## src/rtl/seg7_scan_driver_if.sv

```systemverilog
// Host-side bus of seg7_scan_driver: value/dp load strobe with
// busy and commit-acknowledge status back to the host.
interface seg7_scan_driver_if;
    logic [15:0] value;
    logic [3:0]  dp_in;
    logic        load;
    logic        busy;
    logic        load_ack;

    modport master (
        output value, dp_in, load,
        input  busy, load_ack
    );

    modport slave (
        input  value, dp_in, load,
        output busy, load_ack
    );
endinterface

```

## src/rtl/seg7_scan_driver.sv

```systemverilog
// 4-digit multiplexed seven-segment driver with anode blanking and
// frame-boundary commits. Option: LEADING_ZERO_BLANK_EN.
module seg7_scan_driver #(
    parameter int BLANK_CYCLES = 120,
    parameter int BLANK_W      = 8
) (
    input  logic                sysclk,
    input  logic                reset,
    input  logic [1:0]          ref_clk,
    seg7_scan_driver_if.slave   host,
    output logic [3:0]          an,
    output logic [6:0]          seg,
    output logic                dp
);

    typedef enum logic [1:0] {WAIT, BLANK, DRIVE} state_t;

    state_t               state;
    logic [BLANK_W-1:0]   cnt;
    logic [1:0]           ref_q;
    logic [15:0]          disp_val;
    logic [3:0]           disp_dp;
    logic [15:0]          pend_val;
    logic [3:0]           pend_dp;
    logic                 busy_q;

    logic                 change;
    logic                 commit;
    logic [15:0]          nx_val;
    logic [3:0]           nx_dp;
    logic [3:0]           nib;
    logic                 show;
    logic [3:0]           drv_an;
    logic [6:0]           drv_seg;
    logic                 drv_dp;

    assign change = (ref_clk != ref_q);
    assign commit = change && (ref_clk == 2'd0) && busy_q;

    assign host.busy     = busy_q;
    assign host.load_ack = commit;

    // Display contents as they will be after this edge, so a drive
    // registered on the commit edge already uses the new frame.
    assign nx_val = commit ? pend_val : disp_val;
    assign nx_dp  = commit ? pend_dp  : disp_dp;
    assign nib    = nx_val[{ref_clk, 2'b00} +: 4];

    function automatic logic [6:0] hex7(input logic [3:0] n);
        case (n)
            4'h0:    hex7 = 7'b1000000;
            4'h1:    hex7 = 7'b1111001;
            4'h2:    hex7 = 7'b0100100;
            4'h3:    hex7 = 7'b0110000;
            4'h4:    hex7 = 7'b0011001;
            4'h5:    hex7 = 7'b0010010;
            4'h6:    hex7 = 7'b0000010;
            4'h7:    hex7 = 7'b1111000;
            4'h8:    hex7 = 7'b0000000;
            4'h9:    hex7 = 7'b0010000;
            4'hA:    hex7 = 7'b0001000;
            4'hB:    hex7 = 7'b0000011;
            4'hC:    hex7 = 7'b1000110;
            4'hD:    hex7 = 7'b0100001;
            4'hE:    hex7 = 7'b0000110;
            default: hex7 = 7'b0001110;
        endcase
    endfunction

`ifdef LEADING_ZERO_BLANK_EN
    logic [1:0] msd;

    // Index of the most-significant nonzero nibble; digit 0 always shown.
    always_comb begin
        msd = 2'd0;
        if (nx_val[7:4]   != 4'h0) msd = 2'd1;
        if (nx_val[11:8]  != 4'h0) msd = 2'd2;
        if (nx_val[15:12] != 4'h0) msd = 2'd3;
    end

    assign show = (ref_clk <= msd);
`else
    assign show = 1'b1;
`endif

    // Ref index is used directly: it equals ref_q unless a change is
    // being taken this cycle, in which case the newest index wins.
    assign drv_an  = show ? ~(4'b0001 << ref_clk) : 4'b1111;
    assign drv_seg = show ? hex7(nib) : 7'h7F;
    assign drv_dp  = show ? ~nx_dp[ref_clk] : 1'b1;

    // Digit-index edge detector.
    always_ff @(posedge sysclk) begin
        if (reset) ref_q <= 2'd0;
        else       ref_q <= ref_clk;
    end

    // Pending/display registers and the load/commit handshake.
    always_ff @(posedge sysclk) begin
        if (reset) begin
            disp_val <= '0;
            disp_dp  <= '0;
            pend_val <= '0;
            pend_dp  <= '0;
            busy_q   <= 1'b0;
        end else begin
            if (commit) begin
                disp_val <= pend_val;
                disp_dp  <= pend_dp;
            end
            if (host.load) begin
                pend_val <= host.value;
                pend_dp  <= host.dp_in;
                busy_q   <= 1'b1;
            end else if (commit) begin
                busy_q   <= 1'b0;
            end
        end
    end

    // Scan FSM with registered anode/segment outputs.
    always_ff @(posedge sysclk) begin
        if (reset) begin
            state <= WAIT;
            cnt   <= '0;
            an    <= 4'b1111;
            seg   <= 7'h7F;
            dp    <= 1'b1;
        end else if (change) begin
            if (BLANK_CYCLES == 0) begin
                state <= DRIVE;
                an    <= drv_an;
                seg   <= drv_seg;
                dp    <= drv_dp;
            end else begin
                state <= BLANK;
                cnt   <= BLANK_W'(BLANK_CYCLES - 1);
                an    <= 4'b1111;
                seg   <= 7'h7F;
                dp    <= 1'b1;
            end
        end else begin
            unique case (state)
                BLANK: begin
                    if (cnt == '0) begin
                        state <= DRIVE;
                        an    <= drv_an;
                        seg   <= drv_seg;
                        dp    <= drv_dp;
                    end else begin
                        cnt   <= cnt - 1'b1;
                    end
                end
                DRIVE: begin
                    an  <= drv_an;
                    seg <= drv_seg;
                    dp  <= drv_dp;
                end
                default: begin
                    state <= WAIT;
                    an    <= 4'b1111;
                    seg   <= 7'h7F;
                    dp    <= 1'b1;
                end
            endcase
        end
    end

endmodule

```

## src/flat_wrapper.sv

```systemverilog
// flat-port wrapper written by rule: the top's interface ports become plain ports
module seg7_scan_driver_flat 
#(
    parameter int BLANK_CYCLES = 120,
    parameter int BLANK_W      = 8
)
  (sysclk, reset, ref_clk, an, seg, dp, host_value, host_dp_in, host_load, host_busy, host_load_ack);
  seg7_scan_driver_if host_i ();
  input  logic sysclk;
  input  logic reset;
  input  logic [1:0] ref_clk;
  output logic [3:0] an;
  output logic [6:0] seg;
  output logic dp;
  input wire logic [$bits(host_i.value)-1:0] host_value;
  input wire logic [$bits(host_i.dp_in)-1:0] host_dp_in;
  input wire logic [$bits(host_i.load)-1:0] host_load;
  output wire logic [$bits(host_i.busy)-1:0] host_busy;
  output wire logic [$bits(host_i.load_ack)-1:0] host_load_ack;
  assign host_i.value = host_value;
  assign host_i.dp_in = host_dp_in;
  assign host_i.load = host_load;
  assign host_busy = host_i.busy;
  assign host_load_ack = host_i.load_ack;
  seg7_scan_driver #(.BLANK_CYCLES(BLANK_CYCLES), .BLANK_W(BLANK_W)) u_core (.sysclk(sysclk), .reset(reset), .ref_clk(ref_clk), .host(host_i), .an(an), .seg(seg), .dp(dp));
endmodule
```

## config.mk

```make
export PLATFORM = sky130hd
export DESIGN_NAME = seg7_scan_driver_flat
export DESIGN_NICKNAME = d
export VERILOG_FILES = /design/src/rtl/seg7_scan_driver_if.sv /design/src/rtl/seg7_scan_driver.sv /design/src/flat_wrapper.sv
export SDC_FILE = /design/constraint.sdc
export NUM_CORES = 1
export LEC_CHECK = 0
export CAP_MARGIN = 10
export CORE_MARGIN = 4
export CORE_UTILIZATION = 55
export DETAILED_ROUTE_END_ITERATION = 6
export PLACE_DENSITY_LB_ADDON = 0.3
export SLEW_MARGIN = 10
export SYNTH_ARGS = -nofsm -noshare
export SYNTH_HDL_FRONTEND = slang
export SYNTH_SLANG_ARGS = --single-unit
```

## constraint.sdc

```tcl
create_clock -name sysclk -period 8.6 [get_ports sysclk]
set_input_delay 2.15 -clock sysclk [delete_from_list [all_inputs] [get_ports sysclk]]
set_output_delay 2.15 -clock sysclk [all_outputs]
set_load 0.02 [all_outputs]
```

==> results_dict.tcl, run 1 <==
set metrics [dict create \
    yosysSeqAreaShare 0.433 \
    die_area_um2 6710 \
    p_per_area_nw_per_um2 179 \
    gp_congestion 0.844 \
    internal-power_uw 479 \
    crit_type "primary input to output port" \
    finalWorstSetupSlack_ns 1.88 \
    tightest_slew_ns 1.17 \
    clkPwrFrac 0.376 \
    rows 26 \
    crit_path_max_fanout 21 \
    grt_pass1_wl_um 10200 \
    synth_nets 377 \
    grt_util_all_layers 0.201 \
    cts_tree "yes" \
    clk_pin_slew_ns 0.06 \
    grt_pass1_vias 2242 \
    postPlaceCellArea_um2 3390 \
    root_buffer "clkbuf_8" \
    max_freq_ghz 0.149 \
    diodes 0 \
    cts.sinks 65 \
    boundaryPins 39 \
    fin_crit_sh 0.781 \
    slew_violations 0 \
    relSlewSlack 0.216 \
    outcome "complete, no violations" \
    grt_max_degree 53 \
    required_ns 6.45 \
    synth_area_per_cell_um2 8.78 \
    wl_um 6070 \
    cap_violations 0 \
    final_hold_viol_count 0 \
    cts_resized 0 \
    synthArstFlopShare 0 \
    synth_top_cell_area_share 0.433 \
    ys_ff_latch 65 \
    ys.flop_type "dfxtp_1" \
    min_path_type "flop to flop" \
    synth.distinct_cells 51 \
    fin_crit_ns 6.72 \
    initial_utilization 0.577 \
    insertion_delay_ns 0.34 \
    final_area_um2 3570 \
    syn-instance-count 342 \
    coreArea_um2 5200 \
    yosysTopAreaCell "dfxtp_1" \
    syn_area_um2 3000 \
    worst_clock_skew_ns 0.00518 \
    area_growth_pct 18.7 \
    layout_commonest_cell "dfxtp_1" \
    cts-buffers-inserted 9 \
    layout_common_cells "65 x dfxtp_1, 48 x nand2_1, 38 x nor2_1, 38 x clkdlybuf4s50_1, 34 x a21oi_1" \
    routed_via_density 5.50 \
    ys_top_cells_by_area "dfxtp_1 43%, mux2i_1 8.7%, nand2_1 6.0%, a21oi_1 5.7%, nor2_1 4.7%" \
    switching_share 0.247 \
    drive_gt1_frac 0.0691 \
    grt_antenna_before_repair 0 \
    rsz0062_at_grt "false" \
    ys.warnings.count 0 \
    critPathLaunchType "primary input" \
    critPathCaptureType "output port" \
    p_sw_uw 157 \
    synth_edf_count 0 \
    io_buffers 38 \
    setup_viol 0 \
    power_frac_comb 0.119 \
    fp.dieH_um 81.9 \
    setup_tns_ns 0 \
    cts_max_level 3 \
    n_fill_cell 450 \
    cts_setup_buffers 0 \
    cts_hold_buffers 0 \
    hpwl_um 4240 \
    ant_nets 0 \
    drt-initial-drc-count 204 \
    pwr-share-seq 0.505 \
    die_width_um 81.9 \
    clockBufferDepth 2 \
    cp.arrival_ns 4.57 \
    firstDrtPassIters 4 \
    leakagePower_nw 1.38 \
    place_ws_ns 1.84 \
    final_net_count 407 \
    grt-ovfl-total 0 \
    vdd_drop_max_uv 121 \
    route.detailed.drc 0 \
    wl_per_cell_um 13.6 \
    vias 2455 \
]
power by group through the flow:
stage               combinational, mW  sequential, mW  clock (mW)
global route                   0.0850           0.322       0.262
detailed placement             0.0760           0.328           0
finish                         0.0761           0.321       0.239
floorplan                      0.0525           0.328           0
CTS                            0.0765           0.321       0.246
global placement               0.0749           0.328           0
Yosys cell counts (2+ instances only):
master and instances:
ha_1 10, nor3b_1 4, nor2b_1 3, mux2_2 5, nor2_1 38, nor4_1 4, buf_2 4, o2111a_1 2
inv_1 10, a2111oi_0 2, a21oi_1 34, o211ai_1 4, mux2i_1 26, o21a_1 3, nor3_1 8, dfxtp_1 65
xor2_1 5, o221ai_1 2, buf_1 2, xnor2_1 4, or3_1 2, clkbuf_1 12, a31oi_1 4, nand3_1 2
o21ai_0 11, nand2_1 48, o211a_1 2, nand4_1 2, a211o_1 2
flip-flops by register name (all words and copies together), names as in the netlist:
| register | flops |
|---|---|
| u_core.an | 4 |
| u_core.cnt | 8 |
| u_core.disp_dp | 4 |
| u_core.disp_val | 16 |
| u_core.dp | 1 |
| u_core.host.busy | 1 |
| u_core.pend_dp | 4 |
| u_core.pend_val | 16 |
| u_core.ref_q | 2 |
| u_core.seg | 7 |
| u_core.state | 2 |
worst paths after layout:
| path | from | endpoint | slack [ns] | cells past startpoint |
|---|---|---|---|---|
| hold reg to reg | u_core.pend_val[9]$_SDFFE_PP0P_ | u_core.disp_val[9]$_SDFF_PP0_ | 0.45 | 2 |
| setup reg to reg | u_core.ref_q[0]$_SDFF_PP0_ | u_core.seg[3]$_SDFFE_PP1N_ | 5.78 | 8 |
| hold / removal | u_core.pend_val[9]$_SDFFE_PP0P_ | u_core.disp_val[9]$_SDFF_PP0_ | 0.45 | 2 |
| setup / recovery | ref_clk[0] | host_load_ack | 1.88 | 5 |
stage by stage:
stage                     utilization  hold slack, ns  power [mW]  instances
after global routing            0.685           0.481       0.669        446
after detailed placement        0.651           0.443       0.404        431
after floorplan                     -           0.431       0.380        342
after global placement          0.651           0.440       0.403        431
final                           0.685           0.452       0.637        446
after CTS                       0.685           0.452       0.644        446
cells by family (layout without fill, tap and decap cells):
| logic type | Yosys count | after routing | share of synthesized area |
|---|---|---|---|
| DFF | 65 | 65 | 0.433 |
| buffers and inverters | 31 | 65 | 0.0441 |
| and+or+nand+nor | 117 | 117 | 0.174 |
| adders and majority gates | 10 | 10 | 0.0416 |
| AOI/OAI and AO/OA | 77 | 77 | 0.163 |
| muxes | 33 | 33 | 0.118 |
| xor gates and xnor gates | 9 | 9 | 0.0262 |
per-layer routing:
metal,vias up,wire length [um],global-route usage
met1,1129,2720,0.253
met4,0,80,0.0897
met3,8,350,0.0625
li1,1254,-,-
met2,64,2920,0.315
met5,-,0,0
worst max-delay path, cell delays in order:
cell and delay, ns:
clkdlybuf4s50_1 0.88, nor2_1 0.17, nand2_4 0.24, clkinv_1 0.44, clkdlybuf4s50_1 0.68
layout make-up:
class                           count  area, um2  share of cell area
Clock buffer                       12        135              0.0379
Clock inverter                      3       42.5              0.0119
Inverter                           11       41.3              0.0116
Multi-Input combinational cell    246       1570               0.440
Sequential cell                    65       1300               0.365
Tap cell                           70       87.6              0.0246
Timing Repair Buffer               39        388               0.109
(Power assumes the default switching activity.)
==> inputs of run 2 (changes only) <==
==> constraint.sdc (replaced) <==
create_clock -name sysclk -period 6.85 [get_ports sysclk]
set_input_delay 1.7125 -clock sysclk [delete_from_list [all_inputs] [get_ports sysclk]]
set_output_delay 1.7125 -clock sysclk [all_outputs]
set_load 0.02 [all_outputs]
==> run 2 against run 1 <==
Final cell count is 0.45% higher. Combinational power increased by 28%. Total power grew 34%. Via count is 0.73% higher. Global-route usage rose by 1.1 points. First-iteration DRC count down 34%. Sequential power is 26% higher. Count of clock-buffer cells in the layout decreased by 3. Sequential share of layout area shrank 0.48 points.
==> results_dict.tcl, run 2 (synthesis results as in run 1) <==
set metrics [dict create \
    clockBufferDepth 2 \
    crit_path_max_fanout 21 \
    grt_pass1_wl_um 11000 \
    use_met1 0.257 \
    hpwl_um 4370 \
    grt_antenna_before_repair 0 \
    place_ws_ns 1.38 \
    p_per_area_nw_per_um2 236 \
    cts_tree "yes" \
    cts_max_level 3 \
    critPathLaunchType "primary input" \
    wl_um 6250 \
    setup_viol 0 \
    grt_util_all_layers 0.212 \
    rows 26 \
    layout_common_cells "65 x dfxtp_1, 48 x nand2_1, 38 x nor2_1, 38 x clkdlybuf4s50_1, 34 x a21oi_1" \
    placed_cells 432 \
    relSlewSlack 0.200 \
    crit_type "primary input to output port" \
    cts.sinks 65 \
    cts-buffers-inserted 9 \
    cap_violations 0 \
    vias 2473 \
    worst_clock_skew_ns 0.00570 \
    min_path_type "flop to flop" \
    power_frac_comb 0.114 \
    fin_crit_ns 5.46 \
    leakagePower_nw 1.41 \
    grt-ovfl-total 0 \
    layout_commonest_cell "dfxtp_1" \
    rsz0062_at_grt "false" \
    fin_hold_ws_ns 0.449 \
    critPathCaptureType "output port" \
    vdd_drop_max_uv 182 \
    busiest_layer "met2" \
    internal-power_uw 641 \
    wl_per_cell_um 13.9 \
    fp.dieH_um 81.9 \
    p_sw_uw 214 \
    cts_hold_buffers 0 \
    finalWorstSetupSlack_ns 1.39 \
    clkPwrFrac 0.414 \
    drive_gt1_frac 0.0820 \
    n_fill_cell 441 \
    cts_setup_buffers 0 \
    boundaryPins 39 \
    io_buffers 38 \
    met2_usage 0.347 \
    insertion_delay_ns 0.34 \
    utilization 0.694 \
    coreArea_um2 5200 \
    die_width_um 81.9 \
    area_growth_pct 20.3 \
    seq_area_um2 1300 \
    switching_share 0.250 \
    clk_pin_slew_ns 0.07 \
    ant_nets 0 \
    largest_registers "u_core.disp_val: 16 flops, u_core.pend_val: 16 flops, u_core.cnt: 8 flops" \
    required_ns 5.14 \
    post_layout_nonfiller_instances 448 \
    slew_violations 0 \
    gp_congestion 0.880 \
    grt_util_met3 0.0702 \
    grt_pass1_vias 2449 \
    tightest_slew_ns 1.20 \
    root_buffer "clkbuf_8" \
    initial_utilization 0.577 \
    firstDrtPassIters 5 \
    max_freq_ghz 0.183 \
    multi_input_area_um2 1570 \
    setup_tns_ns 0 \
    final_net_count 408 \
    pwr-share-seq 0.472 \
    diodes 0 \
    cp.arrival_ns 3.75 \
    final_hold_viol_count 0 \
    die_area_um2 6710 \
    drt-initial-drc-count 134 \
    fin_crit_sh 0.797 \
    route.detailed.drc 0 \
    routed_via_density 5.52 \
    cts_resized 0 \
    grt_max_degree 53 \
    outcome "complete, no violations" \
]
## run 2: metrics by stage
stage	cell area (um2)	power (mW)
floorplan	3000	0.477
CTS	3610	0.861
finish	3610	0.855
global placement	3400	0.506
global route	3610	0.896
detailed placement	3400	0.508
## run 2: power by group through the flow
stage / registers, mW / logic (mW) / clock network [mW]
after global routing: 0.405 / 0.109 / 0.383
after floorplan: 0.411 / 0.0659 / 0
final: 0.403 / 0.0973 / 0.354
after global placement: 0.411 / 0.0943 / 0
after detailed placement: 0.412 / 0.0963 / 0
after CTS: 0.403 / 0.0971 / 0.360
## run 2: worst paths after layout
path | startpoint | end | slack, ns | cells after the start
worst min register to register | u_core.pend_val[8]$_SDFFE_PP0P_ | u_core.disp_val[8]$_SDFF_PP0_ | 0.45 | 2
worst max register to register | u_core.ref_q[0]$_SDFF_PP0_ | u_core.seg[3]$_SDFFE_PP1N_ | 3.95 | 8
worst min-delay path | u_core.pend_val[8]$_SDFFE_PP0P_ | u_core.disp_val[8]$_SDFF_PP0_ | 0.45 | 2
worst max-delay path | ref_clk[0] | host_load_ack | 1.39 | 5
## run 2: per-layer routing
| layer | part of all wire | routed length, um |
|---|---|---|
| met2 | 0.48 | 3000 |
| met1 | 0.45 | 2780 |
| met4 | 0.020 | 125 |
| met3 | 0.054 | 337 |
| met5 | 0 | 0 |
## run 2: worst max-delay path, cell delays in order
cell             delay (ns)
clkdlybuf4s50_1        0.76
nor2_1                 0.36
nand2_4                0.20
clkinv_1               0.10
clkdlybuf4s50_1        0.61
## run 2: area by class of cell
class | count | area share
inverters | 11 | 0.0114
flip-flops and latches | 65 | 0.360
clock buffers | 9 | 0.0343
repair buffers | 40 | 0.109
clock inverters | 7 | 0.0260
multi-input cells | 246 | 0.435
well taps | 70 | 0.0242
==> edit 1: new RTL, config.mk and constraints of run 1 <==
`BLANK_W` is set to 8 in 2 places; all go to 12.
--- a/src/rtl/seg7_scan_driver.sv
+++ b/src/rtl/seg7_scan_driver.sv
@@ -2,7 +2,7 @@
 // frame-boundary commits. Option: LEADING_ZERO_BLANK_EN.
 module seg7_scan_driver #(
     parameter int BLANK_CYCLES = 120,
-    parameter int BLANK_W      = 8
+    parameter int BLANK_W      = 12
 ) (
     input  logic                sysclk,
     input  logic                reset,
--- a/src/flat_wrapper.sv
+++ b/src/flat_wrapper.sv
@@ -2,7 +2,7 @@
 module seg7_scan_driver_flat 
 #(
     parameter int BLANK_CYCLES = 120,
-    parameter int BLANK_W      = 8
+    parameter int BLANK_W      = 12
 )
   (sysclk, reset, ref_clk, an, seg, dp, host_value, host_dp_in, host_load, host_busy, host_load_ack);
   seg7_scan_driver_if host_i ();
Formal check against the unedited RTL: no difference found for any inputs over 10 cycles, from zero or initial values and one cycle with reset high; that may be too few to reach the edited logic, so the function may still have changed.
==> edit 1 against run 1 <==
Area after synthesis is 2.6% higher; cell area increased by 5.2%; routed wire length up 2.9%; sequential cell count grew 4; setup slack worse by 0.095 ns; final cell count rose by 1.6%; power up 18%; critical path depth rose by 1.
==> edit 1: results (changes against run 1) <==
stage;metric;value;unit;change
logic_synthesis;Synth area leaders;dfxtp_1 45%, mux2i_1 9.1%, nand2_1 6.6%, nor2_1 5.6%, a21oi_1 4.9%;;
pwr;worst ir drop on vdd;155;uV;+28%
route;WL per Instance;13.8;um;+1.3%
final_layout;Fill cells;440;;-2.2%
min_path;hold worst-path end;u_core.disp_val[2];;
critical_path;reg2reg path depth;11;;+3
placed_design;hpwl dp;4.11;mm;-3.0%
sta;Worst Tran Pin Value;0.684;ns;-0.488 ns
critical_path;RR Endpoint;u_core.seg[4];;
min_path;Hold Crit Start;u_core.disp_val[2];;
final_layout;nets@finish;413;;+1.5%
sta;Clock Skew;0.00758;ns;+0.00239 ns
pwr;Pleak;0.00148;uW;+6.7%
run_status;outcome;completed;;
critical_path;Worst R2R Setup Slack;5.76;ns;-0.02 ns
route;Avg Vias per Cell;5.43;;-1.3%
route;DRT Pass-1 Iters;5;;+1
placed_design;gpl congestion;0.845;;about the same
logic_synthesis;syn nets;381;;+1.1%
final_layout;top flop regs;u_core.disp_val (16), u_core.pend_val (16), u_core.cnt (12);;
logic_synthesis;Netlist cell types;46;;-9.8%
critical_path;Critical Path AT;4.67;ns;+0.10 ns
logic_synthesis;Seq/Total Area, Yosys;44.8;%;+1.5 points
global_routing;global-route wire length before repair;10.7;mm;+5.1%
final_layout;share of cells above drive strength 1;9.14;%;+2.2 points
-- edit 1: changes by cell type after synthesis, sizes merged, moves of 4 or more --
| cell | delta |
|---|---|
| nor2 | +8 |
| nand2 | +6 |
| a21oi | -4 |
| clkbuf | +4 |
| dfxtp | +4 |
| o211ai | -4 |
| o21ai | -4 |
| o32a | +4 |
-- edit 1: final cells by class --
class / instances / area share (%)
well taps: 70 / 2.33
inverters: 9 / 0.901
flip-flops and latches: 69 / 36.8
multi-input cells: 247 / 42.1
clock inverters: 3 / 2.40
repair buffers: 42 / 10.9
clock buffers: 13 / 4.50
-- edit 1: worst max path at each step --
| stage | end | slack (ns) | cells after the start | from |
|---|---|---|---|---|
| final | host_load_ack | 1.78 | 6 | ref_clk[1] |
| after global routing | host_load_ack | 1.45 | 6 | ref_clk[1] |
| after CTS | host_load_ack | 1.77 | 6 | ref_clk[1] |
| after detailed placement | host_load_ack | 1.81 | 6 | ref_clk[1] |
| after global placement | host_load_ack | 1.85 | 6 | ref_clk[1] |
| after floorplan | host_load_ack | 3.12 | 6 | ref_clk[0] |
-- edit 1: power groups by stage --
stage          combinational (uW)  sequential (uW)  clock (uW)
2_1_floorplan                52.1              346           0
3_3_place_gp                 73.5              346           0
3_5_place_dp                 74.9              347           0
4_1_cts                      76.1              340         340
5_1_grt                      83.6              341         352
6_report                     75.8              340         332
-- edit 1: logic make-up after synthesis --
kind of cell	Yosys count	synth area share (%)
flops	69	44.8
xor+xnor	12	3.41
mux	35	12.0
fa+ha+maj	10	4.06
buf+inv	30	3.98
simple gates	134	19.8
compound gates	56	11.9
-- edit 1: worst max-delay path, stage by stage --
cell and delay (ns):
clkdlybuf4s50_1 0.71, nor2_1 0.33, nand2_1 0.43, inv_1 0.14, buf_4 0.24, clkdlybuf4s50_1 0.64
-- edit 1: stage by stage --
stage	instances	cell area, um2	setup slack, ns
after floorplan	346	3080	3.12
after global placement	437	3490	1.85
after detailed placement	437	3490	1.81
after CTS	453	3750	1.77
after global routing	453	3750	1.45
final	453	3750	1.78
-- edit 1: layer usage --
layer,routed length [um],track usage [%],vias to the layer above,part of all wire [%]
met1,2820,21.8,1152,45
met4,99,7.88,0,1.6
met3,373,5.25,11,6.0
met5,0,0,-,0
met2,2960,32.1,62,47
li1,-,-,1237,-
==> edit 2: new RTL, settings of run 1 <==
Made on the original files. Register the output `seg` once more, cleared by the reset; this adds one clock of latency there. The other outputs are not delayed to match.
--- a/src/rtl/seg7_scan_driver.sv
+++ b/src/rtl/seg7_scan_driver.sv
@@ -14,6 +14,8 @@
 );
 
     typedef enum logic [1:0] {WAIT, BLANK, DRIVE} state_t;
+
+    logic [6:0] seg_s0;
 
     state_t               state;
     logic [BLANK_W-1:0]   cnt;
@@ -124,19 +126,19 @@
             state <= WAIT;
             cnt   <= '0;
             an    <= 4'b1111;
-            seg   <= 7'h7F;
+            seg_s0 <= 7'h7F;
             dp    <= 1'b1;
         end else if (change) begin
             if (BLANK_CYCLES == 0) begin
                 state <= DRIVE;
                 an    <= drv_an;
-                seg   <= drv_seg;
+                seg_s0 <= drv_seg;
                 dp    <= drv_dp;
             end else begin
                 state <= BLANK;
                 cnt   <= BLANK_W'(BLANK_CYCLES - 1);
                 an    <= 4'b1111;
-                seg   <= 7'h7F;
+                seg_s0 <= 7'h7F;
                 dp    <= 1'b1;
             end
         end else begin
@@ -145,7 +147,7 @@
                     if (cnt == '0) begin
                         state <= DRIVE;
                         an    <= drv_an;
-                        seg   <= drv_seg;
+                        seg_s0 <= drv_seg;
                         dp    <= drv_dp;
                     end else begin
                         cnt   <= cnt - 1'b1;
@@ -153,18 +155,26 @@
                 end
                 DRIVE: begin
                     an  <= drv_an;
-                    seg <= drv_seg;
+                    seg_s0 <= drv_seg;
                     dp  <= drv_dp;
                 end
                 default: begin
                     state <= WAIT;
                     an    <= 4'b1111;
-                    seg   <= 7'h7F;
+                    seg_s0 <= 7'h7F;
                     dp    <= 1'b1;
                 end
             endcase
         end
     end
 
+    always_ff @(posedge sysclk) begin
+        if (reset) begin
+            seg <= '0;
+        end else begin
+            seg <= seg_s0;
+        end
+    end
+
 endmodule
 
Function: changed (Yosys sat finds a counterexample within 4 cycles, from zero or initial values and one cycle with reset high).
==> edit 2 against run 1 <==
Sequential cell count grew 7; sequential share of layout area increased by 1.6 points; hold slack gained 0.0034 ns; routed wire length up 9.0%; setup slack got worse by 0.44 ns; final cell count increased by 5.6%; area after synthesis up 6.8%; maximum frequency decreased by 6.2%; power increased by 11%; core utilization is 0.70 points lower; via count up 5.6%; cell area is 6.0% higher.
==> edit 2: results (changes against run 1) <==
stage;metric;value;unit;change
final_layout;share of cells above drive strength 1;6.52;%;-0.40 points
critical_path;crit-path max cell delay;0.89;ns;
route;WL per Instance;14.0;um;+3.2%
final_layout;nets@finish;430;;+5.7%
cts;CTS Buf Count;9;;unchanged
pwr;worst ir drop on vdd;137;uV;+14%
cts;Root Buffer;clkbuf_8;;
sta;Clock Skew;0.0110;ns;+0.00580 ns
sta;Worst slew margin;19.3;%;-2.3 points
global_routing;M1 GR Usage;24.4;%;-0.90 points
route;vias post-DR;2593;;+5.6%
pwr;Pleak;0.00148;uW;+6.7%
global_routing;met2 usage;29.5;%;-2.0 points
placed_design;gpl congestion;0.932;;+10%
flow_run;MaxCap Viol Count;0;;unchanged
logic_synthesis;count leader, synth;dfxtp_1;;
run_status;outcome;completed;;
critical_path;CP Max Fanout;21;;unchanged
route;DRT Pass-1 Iters;4;;unchanged
placed_design;post-place setup slack;1.46;ns;-0.381 ns
logic_synthesis;Post-synth top cells;72 x dfxtp_1, 52 x nand2_1, 42 x nor2_1, 39 x a21oi_1, 27 x mux2i_1;;
global_routing;met3 usage;6.08;%;-0.17 points
critical_path;Critical Path AT;5.01;ns;+0.44 ns
critical_path;slowest cell on the critical path;clkdlybuf4s50_1;;
global_routing;vias in the first global route;2405;;+7.3%
logic_synthesis;Synthesis Warnings;0;;unchanged
global_routing;global-route wire length before repair;11.1;mm;+8.9%
global_routing;initial antenna violation count;0;;unchanged
global_routing;grt ovf;0;;unchanged
logic_synthesis;syn nets;401;;+6.4%
cts;clk slew on worst S/H paths;0.08;ns;+0.02 ns
pwr;Net Sw Power;164;uW;+4.1%
logic_synthesis;asr flop ratio synth;0;%;unchanged
placed_design;hpwl dp;4.57;mm;+7.9%
route;Detailed Route Iter0 Violations;174;;-15%
global_routing;Total GRT Usage;19.1;%;-1.0 points
cts;worst skew pair latency;0.35;ns;
logic_synthesis;Netlist cell types;45;;-12%
logic_synthesis;synthesized area per cell;8.77;um2;-0.21%
final_layout;Diodes inserted;0;;unchanged
logic_synthesis;Synth area leaders;dfxtp_1 45%, mux2i_1 8.4%, a21oi_1 6.1%, nand2_1 6.1%, nor2_1 4.9%;;
min_path;Hold/Removal Path Class;reg -> reg;;
cts;H-tree levels;3;;unchanged
cts;post_cts resized;0;;unchanged
placed_design;Placed Cells;456;;+5.8%
final_layout;Fill cells;486;;+8.0%
logic_synthesis;Seq/Total Area, Yosys;44.9;%;+1.6 points
final_layout;Finished Layout Cells;471;;+5.6%
cts;CTS Buffer Depth;2;;unchanged
global_routing;largest net degree at the start of global routing;60;;+13%
cts;setup bufs post-CTS;0;;unchanged
final_layout;top flop regs;u_core.disp_val (16), u_core.pend_val (16), u_core.cnt (8);;
placed_design;IO buf count;38;;unchanged
[edit 2: changes by cell type after synthesis, sizes merged, moves of 3 or more]
| cell | before | now |
|---|---|---|
| dfxtp | 65 | 72 |
| nor2b | 3 | 10 |
| a21oi | 34 | 39 |
| a22oi | 1 | 6 |
| nor4 | 5 | 1 |
| a21o | 0 | 3 |
| buf | 8 | 11 |
| clkbuf | 12 | 9 |
| nand2 | 49 | 52 |
| nor2 | 39 | 42 |
| nor3 | 8 | 5 |
| o211ai | 4 | 1 |
[edit 2: critical path: cells and delay by family]
kind	cells	cell delay [ns]
simple gates	2	0.67
buf+inv	3	2.19
[edit 2: worst paths after layout]
| kind | depth (start not counted) | startpoint | endpoint | slack (ns) |
|---|---|---|---|---|
| min reg2reg | 1 | u_core.seg_s0[4] | u_core.seg[4] | 0.46 |
| max reg2reg | 7 | u_core.ref_q[0] | u_core.seg_s0[3] | 6.13 |
| max | 5 | ref_clk[1] | host_load_ack | 1.44 |
| min | 1 | u_core.seg_s0[4] | u_core.seg[4] | 0.46 |
[edit 2: metal layers]
layer / vias to the layer above / share of wire (%)
met4: 0 / 1.8
met5: - / 0
met3: 12 / 6.1
met1: 1182 / 47
met2: 79 / 45
li1: 1320 / -
[edit 2: cell families after synthesis]
group / count (synthesis) / share of synthesized area, %
AO/OA/AOI/OAI: 82 / 15.3
XOR/XNOR: 9 / 2.46
adder cells (fa/ha/maj): 10 / 3.90
buffers and inverters: 30 / 4.13
flip-flops: 72 / 44.9
multiplexers: 34 / 10.9
AND/OR/NAND/NOR: 129 / 18.4
[edit 2: cell type report]
| cell class | count | area (um2) | area share, % |
|---|---|---|---|
| Multi-Input combinational cell | 264 | 1630 | 43.2 |
| Clock buffer | 11 | 131 | 3.48 |
| Tap cell | 72 | 90.1 | 2.38 |
| Clock inverter | 4 | 70.1 | 1.85 |
| Sequential cell | 72 | 1440 | 38.1 |
| Inverter | 10 | 37.5 | 0.993 |
| Timing Repair Buffer | 38 | 375 | 9.93 |
[edit 2: through the flow]
stage,hold slack [ns],instance area (um2)
detailed placement,0.445,3580
finish,0.455,3780
CTS,0.457,3780
global route,0.478,3780
global placement,0.441,3580
floorplan,0.431,3210
[edit 2: power by group through the flow]
stage	combinational (uW)	sequential [uW]	clock, uW
CTS	70.8	356	285
floorplan	44.5	364	0
global route	78.3	357	302
finish	70.4	356	279
detailed placement	70.3	363	0
global placement	68.6	363	0
